File: config.mk
export PLATFORM = sky130hd
export DESIGN_NAME = obstacle_guard
export DESIGN_NICKNAME = d
export VERILOG_FILES = /design/src/rtl/obstacle_guard.sv
export SDC_FILE = /design/constraint.sdc
export NUM_CORES = 1
export LEC_CHECK = 0
export CAP_MARGIN = 20
export CORE_MARGIN = 1.5
export CORE_UTILIZATION = 49
export CTS_BUF_LIST = sky130_fd_sc_hd__clkbuf_16
export DETAILED_ROUTE_END_ITERATION = 12
export GPL_TIMING_DRIVEN = 0
export PLACE_DENSITY_LB_ADDON = 0.15
export RECOVER_POWER = 100
export SLEW_MARGIN = 10
export SYNTH_ARGS = -nofsm -noshare
export SYNTH_HDL_FRONTEND = slang
export SYNTH_SLANG_ARGS = --single-unit
File: constraint.sdc
create_clock -name frame_clk -period 1.7 [get_ports frame_clk]
set_input_delay 0.34 -clock frame_clk [delete_from_list [all_inputs] [get_ports frame_clk]]
set_output_delay 0.34 -clock frame_clk [all_outputs]
set_load 0.005 [all_outputs]
File: src/rtl/obstacle_guard.sv
// obstacle_guard: collision responder for the snake mover.
// Samples the snake position/size and keyboard state each frame. It flags
// overlap with one rectangular obstacle (OB1Flag), reports the push-out
// direction (motionFlag) and counts distinct collisions (hit_count).
module obstacle_guard #(
    parameter int unsigned OB_LEFT        = 300,
    parameter int unsigned OB_RIGHT       = 339,
    parameter int unsigned OB_TOP         = 200,
    parameter int unsigned OB_BOTTOM      = 239,
    parameter int unsigned RECOVER_FRAMES = 4
) (
    input  logic        frame_clk,
    input  logic        Reset,
    input  logic [15:0] keycode,
    input  logic [9:0]  BallX,
    input  logic [9:0]  BallY,
    input  logic [9:0]  BallS,
    output logic        OB1Flag,
    output logic [1:0]  motionFlag,
    output logic [7:0]  hit_count
);

    // Keyboard usage codes for the four travel keys.
    localparam logic [7:0] KEY_W = 8'h1A;
    localparam logic [7:0] KEY_A = 8'h04;
    localparam logic [7:0] KEY_S = 8'h16;
    localparam logic [7:0] KEY_D = 8'h07;

    // Push direction encodings (opposite to the direction of travel).
    localparam logic [1:0] DIR_PUSH_POS_Y = 2'b00;
    localparam logic [1:0] DIR_PUSH_POS_X = 2'b01;
    localparam logic [1:0] DIR_PUSH_NEG_Y = 2'b10;
    localparam logic [1:0] DIR_PUSH_NEG_X = 2'b11;

    // Obstacle bounds widened to the 11-bit overlap arithmetic.
    localparam logic [10:0] LEFT11   = 11'(OB_LEFT);
    localparam logic [10:0] RIGHT11  = 11'(OB_RIGHT);
    localparam logic [10:0] TOP11    = 11'(OB_TOP);
    localparam logic [10:0] BOTTOM11 = 11'(OB_BOTTOM);

    // Recovery counter sized to hold RECOVER_FRAMES.
    localparam int unsigned RW = $clog2(RECOVER_FRAMES + 1);
    localparam logic [RW-1:0] REC_INIT = RW'(RECOVER_FRAMES);
    localparam logic [RW-1:0] REC_ONE  = RW'(1);

    typedef enum logic [1:0] {
        CLEAR,
        HIT,
        RECOVER
    } state_t;

    state_t        state;
    logic [1:0]    last_dir;
    logic [1:0]    new_dir;
    logic [RW-1:0] rec_cnt;

    logic [10:0] lx, rx, ty, by;
    logic        ovl;

    function automatic logic is_dir_key(input logic [7:0] k);
        return (k == KEY_W) || (k == KEY_A) || (k == KEY_S) || (k == KEY_D);
    endfunction

    function automatic logic [1:0] key_to_dir(input logic [7:0] k);
        logic [1:0] d;
        d = DIR_PUSH_POS_Y;
        case (k)
            KEY_W:   d = DIR_PUSH_POS_Y;
            KEY_A:   d = DIR_PUSH_POS_X;
            KEY_S:   d = DIR_PUSH_NEG_Y;
            KEY_D:   d = DIR_PUSH_NEG_X;
            default: d = DIR_PUSH_POS_Y;
        endcase
        return d;
    endfunction

    // Direction implied by this frame's keys; upper slot wins, no key keeps the old one.
    always_comb begin
        new_dir = last_dir;
        if (is_dir_key(keycode[15:8])) begin
            new_dir = key_to_dir(keycode[15:8]);
        end else if (is_dir_key(keycode[7:0])) begin
            new_dir = key_to_dir(keycode[7:0]);
        end
    end

    // Sprite bounding box and rectangle overlap; left/top edges clamp at zero instead of wrapping.
    always_comb begin
        lx  = (BallX < BallS) ? '0 : ({1'b0, BallX} - {1'b0, BallS});
        rx  = {1'b0, BallX} + {1'b0, BallS};
        ty  = (BallY < BallS) ? '0 : ({1'b0, BallY} - {1'b0, BallS});
        by  = {1'b0, BallY} + {1'b0, BallS};
        ovl = (rx >= LEFT11) && (lx <= RIGHT11) && (by >= TOP11) && (ty <= BOTTOM11);
    end

    // Last travel direction, tracked every frame regardless of collision state.
    always_ff @(posedge frame_clk or posedge Reset) begin
        if (Reset) begin
            last_dir <= '0;
        end else begin
            last_dir <= new_dir;
        end
    end

    // Collision FSM with registered flag, push direction and collision counter.
    always_ff @(posedge frame_clk or posedge Reset) begin
        if (Reset) begin
            state      <= CLEAR;
            OB1Flag    <= 1'b0;
            motionFlag <= '0;
            hit_count  <= '0;
            rec_cnt    <= '0;
        end else begin
            case (state)
                CLEAR: begin
                    motionFlag <= new_dir;
                    if (ovl) begin
                        state   <= HIT;
                        OB1Flag <= 1'b1;
                        if (hit_count != '1) begin
                            hit_count <= hit_count + 8'd1;
                        end
                    end
                end
                HIT: begin
                    if (!ovl) begin
                        state   <= RECOVER;
                        rec_cnt <= REC_INIT;
                    end
                end
                RECOVER: begin
                    if (ovl) begin
                        // Re-contact while recovering is the same collision: no count.
                        state   <= HIT;
                        rec_cnt <= '0;
                    end else if (rec_cnt > REC_ONE) begin
                        rec_cnt <= rec_cnt - REC_ONE;
                    end else begin
                        state      <= CLEAR;
                        rec_cnt    <= '0;
                        OB1Flag    <= 1'b0;
                        motionFlag <= new_dir;
                    end
                end
                default: begin
                    state   <= CLEAR;
                    OB1Flag <= 1'b0;
                    rec_cnt <= '0;
                end
            endcase
        end
    end

endmodule

==> results of run 1 <==
kinds of logic after synthesis:
logic type | after synthesis
DFF | 18
buffers and inverters | 51
muxes | 5
AOI/OAI and AO/OA | 126
and+or+nand+nor | 138
adders and majority gates | 51
xor gates and xnor gates | 15
cell type report:
cell class                      count  area [um2]  area share, %
Buffer                              9        80.1           1.76
Inverter                           36         144           3.17
Multi-Input combinational cell    335        3010           66.2
Tap cell                           77        96.3           2.12
Sequential cell                    18         450           9.92
Clock buffer                        3        75.1           1.65
Timing Repair Buffer               74         689           15.2
power by group:
group	switching (mW)	internal, mW
Clock	0.155	0.310
Combinational	1.16	1.11
Sequential	0.139	0.586
what timing repair did:
action / CTS / global route
gates resized for setup: 131 / 32
buffers inserted: 12 / 4
setup endpoints to repair: 18 / 18
gates cloned: 0 / 0
pin swaps: 37 / 22
worst paths after layout:
path / to
setup / recovery: hit_count[7]
hold / removal: hit_count[4]
setup reg to reg: rec_cnt[2]
hold reg to reg: hit_count[4]
max in group asynchronous: rec_cnt[0]
min in group asynchronous: hit_count[4]
stage by stage:
stage | TNS (ns) | total power, mW | setup slack [ns]
2_1_floorplan | -18.00 | 2.01 | -1.26
3_3_place_gp | -37.71 | 2.62 | -2.40
4_1_cts | -20.78 | 3.37 | -1.39
5_1_grt | -22.55 | 3.72 | -1.47
3_5_place_dp | -38.03 | 2.66 | -2.44
6_report | -20.53 | 3.46 | -1.36
cell usage in the layout, fill, tap and decap left out, drive strengths merged, types with 6 or more instances in the layout:
cell           instances
a21o                   8
a21oi                 29
a31oi                  6
buf                   25
clkbuf                10
clkdlybuf4s50         17
dfrtp                 18
dlygate4sd2           15
dlygate4sd3           12
ha                    47
inv                   35
nand2                 25
nand2b                13
nand3                 11
nor2                  28
nor2b                  8
nor3                  14
o21ai                 18
o22ai                  6
o31ai                  7
xnor2                  6
xor2                   9
worst register-to-register path, cell delays in order, from the launching register on:
cell      delay, ns
dfrtp_1        0.41
inv_1          0.11
ha_1           0.16
clkbuf_1       0.30
inv_1          0.17
nor2_1         0.37
a31oi_1        0.14
o32ai_1        0.14
nand2_1        0.09
o22ai_1        0.12
metal layers:
metal | part of all wire, % | up-vias | routed length, um
met3 | 2.9 | 14 | 239
met4 | 1.5 | 0 | 124
met2 | 52 | 69 | 4280
met5 | 0 | - | 0
li1 | - | 1630 | -
met1 | 43 | 1594 | 3550
registers in the layout (all words and copies together), names as in the netlist:
register    flops
hit_count       8
rec_cnt         3
last_dir        2
motionFlag      2
state           2
OB1Flag         1
==> qor.txt, run 1 <==
Seq/Total Area, Yosys: 14.3%
clock-pin slew on the worst setup and hold paths: 0.05 ns
CTS tree: built
CP Cell Sequence: clkdlybuf4s50_1 > ha_4 > or3_1 > or3_1 > nand4_1 > o22ai_2 > or4_4 > buf_8 > nor3_4 > mux2_4
Post-synth EDFFs: 0
Max Freq: 327 MHz
Adder-Cell Fraction of Synth Area: 21.1%
power density cells: 761 nW/um2
Non-Filler Instances: 552
Die W: 83.3 um
Syn Nets: 503
CP delay by family, top: simple AND/OR/NAND/NOR gates
DR DRC count: 0
Final Instance Area: 4540 um2
CTS sink count: 18
Leakage: 1.93 nW
Crit. Startpoint: BallX[7]
list of most frequent post-synthesis cells: ha_1, inv_1, a21oi_1, nor2_1, nand2_1
fillers: 474
number of synthesized register bits: 18
period utilization: 180%
Worst-Margin Slew: 0.700 ns
max cap viols: 0
ratio of cells with drive above 1 in the final layout: 26.5%
Total Routing Usage GR: 21.9%
ranking of synthesized cells by area: ha_1, dfrtp_1, a21oi_1
CP max stage cell: or4_4
Via Count: 3307
NumNets Final: 576
DR iter-0 viols: 76
H-tree depth reported by CTS: 1
die span in y: 83.3 um
met1 track demand over resource: 26.2%
relative slew slack: 53.3%
Synth Instances: 404
Clock Skew: 0.00166 ns
R2R Path Start: state[0]
initial core utilization: 50.3%
vias in the first global route: 3101
met2 Use GR: 42.6%
Hold Crit Depth: 1
RSZ-0062 raised after global routing: true
global route hottest layer: met2
DP HPWL: 5980 um
synth unique cells: 73
Core Box Area: 6280 um2
clock latency at the later pin of the worst-skew pair: 0.25 ns
count leader, synth: ha_1
number of diodes: 0
num ports: 59
Max VDD drop: 0.722 mV
largest family of logic cells by synthesized area: compound AO/OA/AOI/OAI gates
status: complete, but fails checks
Crit Path Class: in2reg
Post-Synth Simple-Gate Area: 24.2%
first-pass GRT wire length: 13100 um
Syn Area/Cell: 7.82 um2
CP Capture Type: flop
Port Buffer Count: 58
largest net degree at the start of global routing: 19
Detail Route Antenna Nets: 0
min-delay src: hit_count[4]
Final Max Slew Viols: 0
vias per inst: 5.99
global route overflow: 0
met3 Use GR: 1.79%
YS warnings: 0
Placed Cells incl. Taps: 539
drt total wl: 8190 um
post-synth top area share: 18.6%
mux share of post-synthesis cell area: 1.74%
Synth Flop Type: dfrtp_1
final setup violation count: 16
min-delay worst type: reg2reg
Worst EP arrival: 3.19 ns
Layout area overhead: 43.7%
site row count: 29
worst hold margin: 0.484 ns
fin util: 72.4%
Max stage delay on crit path: 0.56 ns
initial antenna violation count: 0
cell area after synthesis: 3160 um2
CP max FO: 6
die area: 6940 um2
most used cell, CP: or3_1
WL/cell: 14.8 um
Post-synth ARST share: 100%
clock tree buffer depth: 2
PnR worst setup slack: -1.36 ns
first-pass iteration count of the detailed router: 6
Period minus WS final: 3.06 ns
GPL Wtd Cong: 0.886
Synth Area in XOR/XNOR: 4.16%
Worst Path Required: 1.83 ns
Num CTS Buffers: 3
final hold vios: 0
Area after DPL: 3920 um2
cell depth of the worst setup path: 10
WP buf/inv: 2
clock root buffer master: clkbuf_16
Synth Area in Compound Gates: 28.1%
cell taking the most area after synthesis: ha_1
failing checks: setup timing
worst r2r path cells: 9
Worst Setup Start Kind: input pin
hold_buf cts: 0
R2R Setup Slk: -0.40 ns
Power figures use the tool's default switching activity.
==> run 2: changes to the inputs <==
--- a/config.mk
+++ b/config.mk
@@ -11,8 +11,10 @@
 export CTS_BUF_LIST = sky130_fd_sc_hd__clkbuf_16
 export DETAILED_ROUTE_END_ITERATION = 12
 export GPL_TIMING_DRIVEN = 0
+export MAX_ROUTING_LAYER = met4
 export PLACE_DENSITY_LB_ADDON = 0.15
 export RECOVER_POWER = 100
+export REMOVE_ABC_BUFFERS = 1
 export SLEW_MARGIN = 10
 export SYNTH_ARGS = -nofsm -noshare
 export SYNTH_HDL_FRONTEND = slang
==> constraint.sdc (replaced) <==
create_clock -name frame_clk -period 2.7 [get_ports frame_clk]
set_input_delay 0.54 -clock frame_clk [delete_from_list [all_inputs] [get_ports frame_clk]]
set_output_delay 0.54 -clock frame_clk [all_outputs]
set_load 0.005 [all_outputs]
==> run 2 against run 1 <==
  * The flow still finishes with violations (setup timing)
  * Cell count rose by 2.5%
  * Sequential share of layout area down 0.54 points
  * Clock skew grew 0.0022 ns
  * Die area unchanged
  * Combinational power shrank 31%
  * Non-clock buffer count up 12
  * Worst hold slack got worse by 0.00092 ns
  * Via count up 2.6%
  * Core utilization up 4.1 points
  * Critical endpoint is now motionFlag[0]
  * Largest power group unchanged
  * Highest routed layer unchanged
==> qor.txt, run 2 (synthesis gave the netlist of run 1 again) <==
status: complete, but fails checks
failing checks: setup timing
Worst Setup Start Kind: input pin
CP max FO: 6
Crit. Startpoint: BallS[8]
DR DRC count: 0
DP HPWL: 5830 um
area occupied by multi-input gates: 3140 um2
Most flops, register: hit_count
ratio of cells with drive above 1 in the final layout: 31.5%
initial antenna violation count: 0
R2R Setup Slk: 0.49 ns
fillers: 425
DR iter-0 viols: 125
period utilization: 119%
most common cell after layout, fill and taps aside: buf_4
worst r2r path cells: 6
Core Box Area: 6280 um2
Port Buffer Count: 58
PnR worst setup slack: -0.525 ns
Power Total: 2.34 mW
Worst EP arrival: 3.40 ns
Detail Route Antenna Nets: 0
flip-flop and latch area: 450 um2
WL/cell: 15.7 um
Largest register FFs: 8
Num CTS Buffers: 3
first-pass GRT wire length: 14000 um
Regs by FF count: hit_count (8), rec_cnt (3)
Max Freq: 310 MHz
drt total wl: 8910 um
global route overflow: 0
num ports: 59
Worst Path Required: 2.88 ns
Die W: 83.3 um
vias in the first global route: 3279
H-tree depth reported by CTS: 1
R2R Path Start: state[0]
RSZ-0062 raised after global routing: true
clock latency at the later pin of the worst-skew pair: 0.26 ns
CP Capture Type: flop
Final Max Slew Viols: 0
power density cells: 487 nW/um2
clock tree buffer depth: 2
GPL Wtd Cong: 0.914
max cap viols: 0
Worst-Margin Slew: 0.703 ns
die span in y: 83.3 um
Crit Path Class: in2reg
clock-pin slew on the worst setup and hold paths: 0.05 ns
die area: 6940 um2
relative slew slack: 53.1%
clock root buffer master: clkbuf_16
Layout area overhead: 51.9%
final setup violation count: 16
Setup WS pre-CTS: -1.67 ns
Hold Crit Depth: 1
final hold vios: 0
initial core utilization: 50.3%
first-pass iteration count of the detailed router: 4
Leakage: 2.03 nW
Total Routing Usage GR: 24.3%
number of diodes: 0
CTS sink count: 18
hold_buf cts: 0
NumNets Final: 589
Period minus WS final: 3.23 ns
most frequent cells in the layout: buf_4, ha_1, nor2_1, nand2_1, inv_1
min-delay worst type: reg2reg
Clock Skew: 0.00387 ns
worst reg2reg path endpoint: hit_count[7]
hold worst-path end: hit_count[4]
site row count: 29
vias per inst: 5.99
CTS tree: built
min-delay src: hit_count[4]
largest net degree at the start of global routing: 19
Max VDD drop: 0.588 mV
Via Count: 3392
run 2: changes by cell type in the layout (fill, tap and decap cells not counted), moves of 3 or more:
cell / previous run / this run
ha_4: 15 / 19
clkdlybuf4s15_1: 0 / 3
ha_2: 4 / 0
dlygate4sd2_1: 15 / 8
clkbuf_1: 3 / 0
clkbuf_2: 1 / 5
buf_6: 3 / 7
buf_4: 17 / 30
run 2: metal layers:
metal	up-vias	wire length [um]	GRT usage [%]
met1	1633	3740	27.5
met2	80	4730	46.6
met3	15	266	1.19
met4	0	169	6.06
met5	-	0	-
li1	1664	-	-
run 2: layout make-up:
cell class | instances | share of cell area [%]
multi-input combinational | 336 | 65.4
tap | 77 | 2.01
sequential | 18 | 9.38
timing repair buffer | 95 | 18.3
clock buffer | 3 | 1.56
clock inverter | 1 | 0.0782
inverter | 36 | 3.31
run 2: worst max path at each step:
stage               endpoint  cells after the start
6_report       motionFlag[0]                     14
5_1_grt         hit_count[7]                     12
4_1_cts         hit_count[7]                     14
3_5_place_dp        state[0]                     12
3_3_place_gp        state[0]                     12
2_1_floorplan   hit_count[1]                     10
run 2: timing repair:
action	4_1_cts	5_1_grt
endpoints found under the setup margin	16	16
gates resized for setup	155	69
endpoints found under the hold margin	0	0
buffers inserted	16	21
pin swaps	42	41
cloned	1	0
run 2: power by group:
group | switching, mW | leakage, nW | internal [mW]
clock network | 0.109 | 0.0385 | 0.197
logic | 0.795 | 1.77 | 0.776
registers | 0.0914 | 0.225 | 0.368
run 2: critical path, cell delays in order:
cell	delay, ns
clkdlybuf4s15_1	0.23
inv_2	0.09
ha_4	0.33
nand4_1	0.18
nor2_1	0.26
o31ai_4	0.14
a2bb2oi_1	0.15
o211ai_1	0.15
a31oi_4	0.16
buf_6	0.15
or4_4	0.57
buf_6	0.16
o31a_1	0.22
o21ai_1	0.08
run 2: metrics by stage:
step           hold WS [ns]  util [%]  cell area, um2  cells  setup TNS, ns
2_1_floorplan         0.477         -            3090    389          -6.94
3_3_place_gp          0.478      60.0            3770    524         -24.18
3_5_place_dp          0.483      60.0            3770    524         -24.53
4_1_cts               0.487      69.9            4390    545          -6.23
5_1_grt               0.494      76.5            4800    566          -8.69
6_report              0.483      76.5            4800    566          -7.08
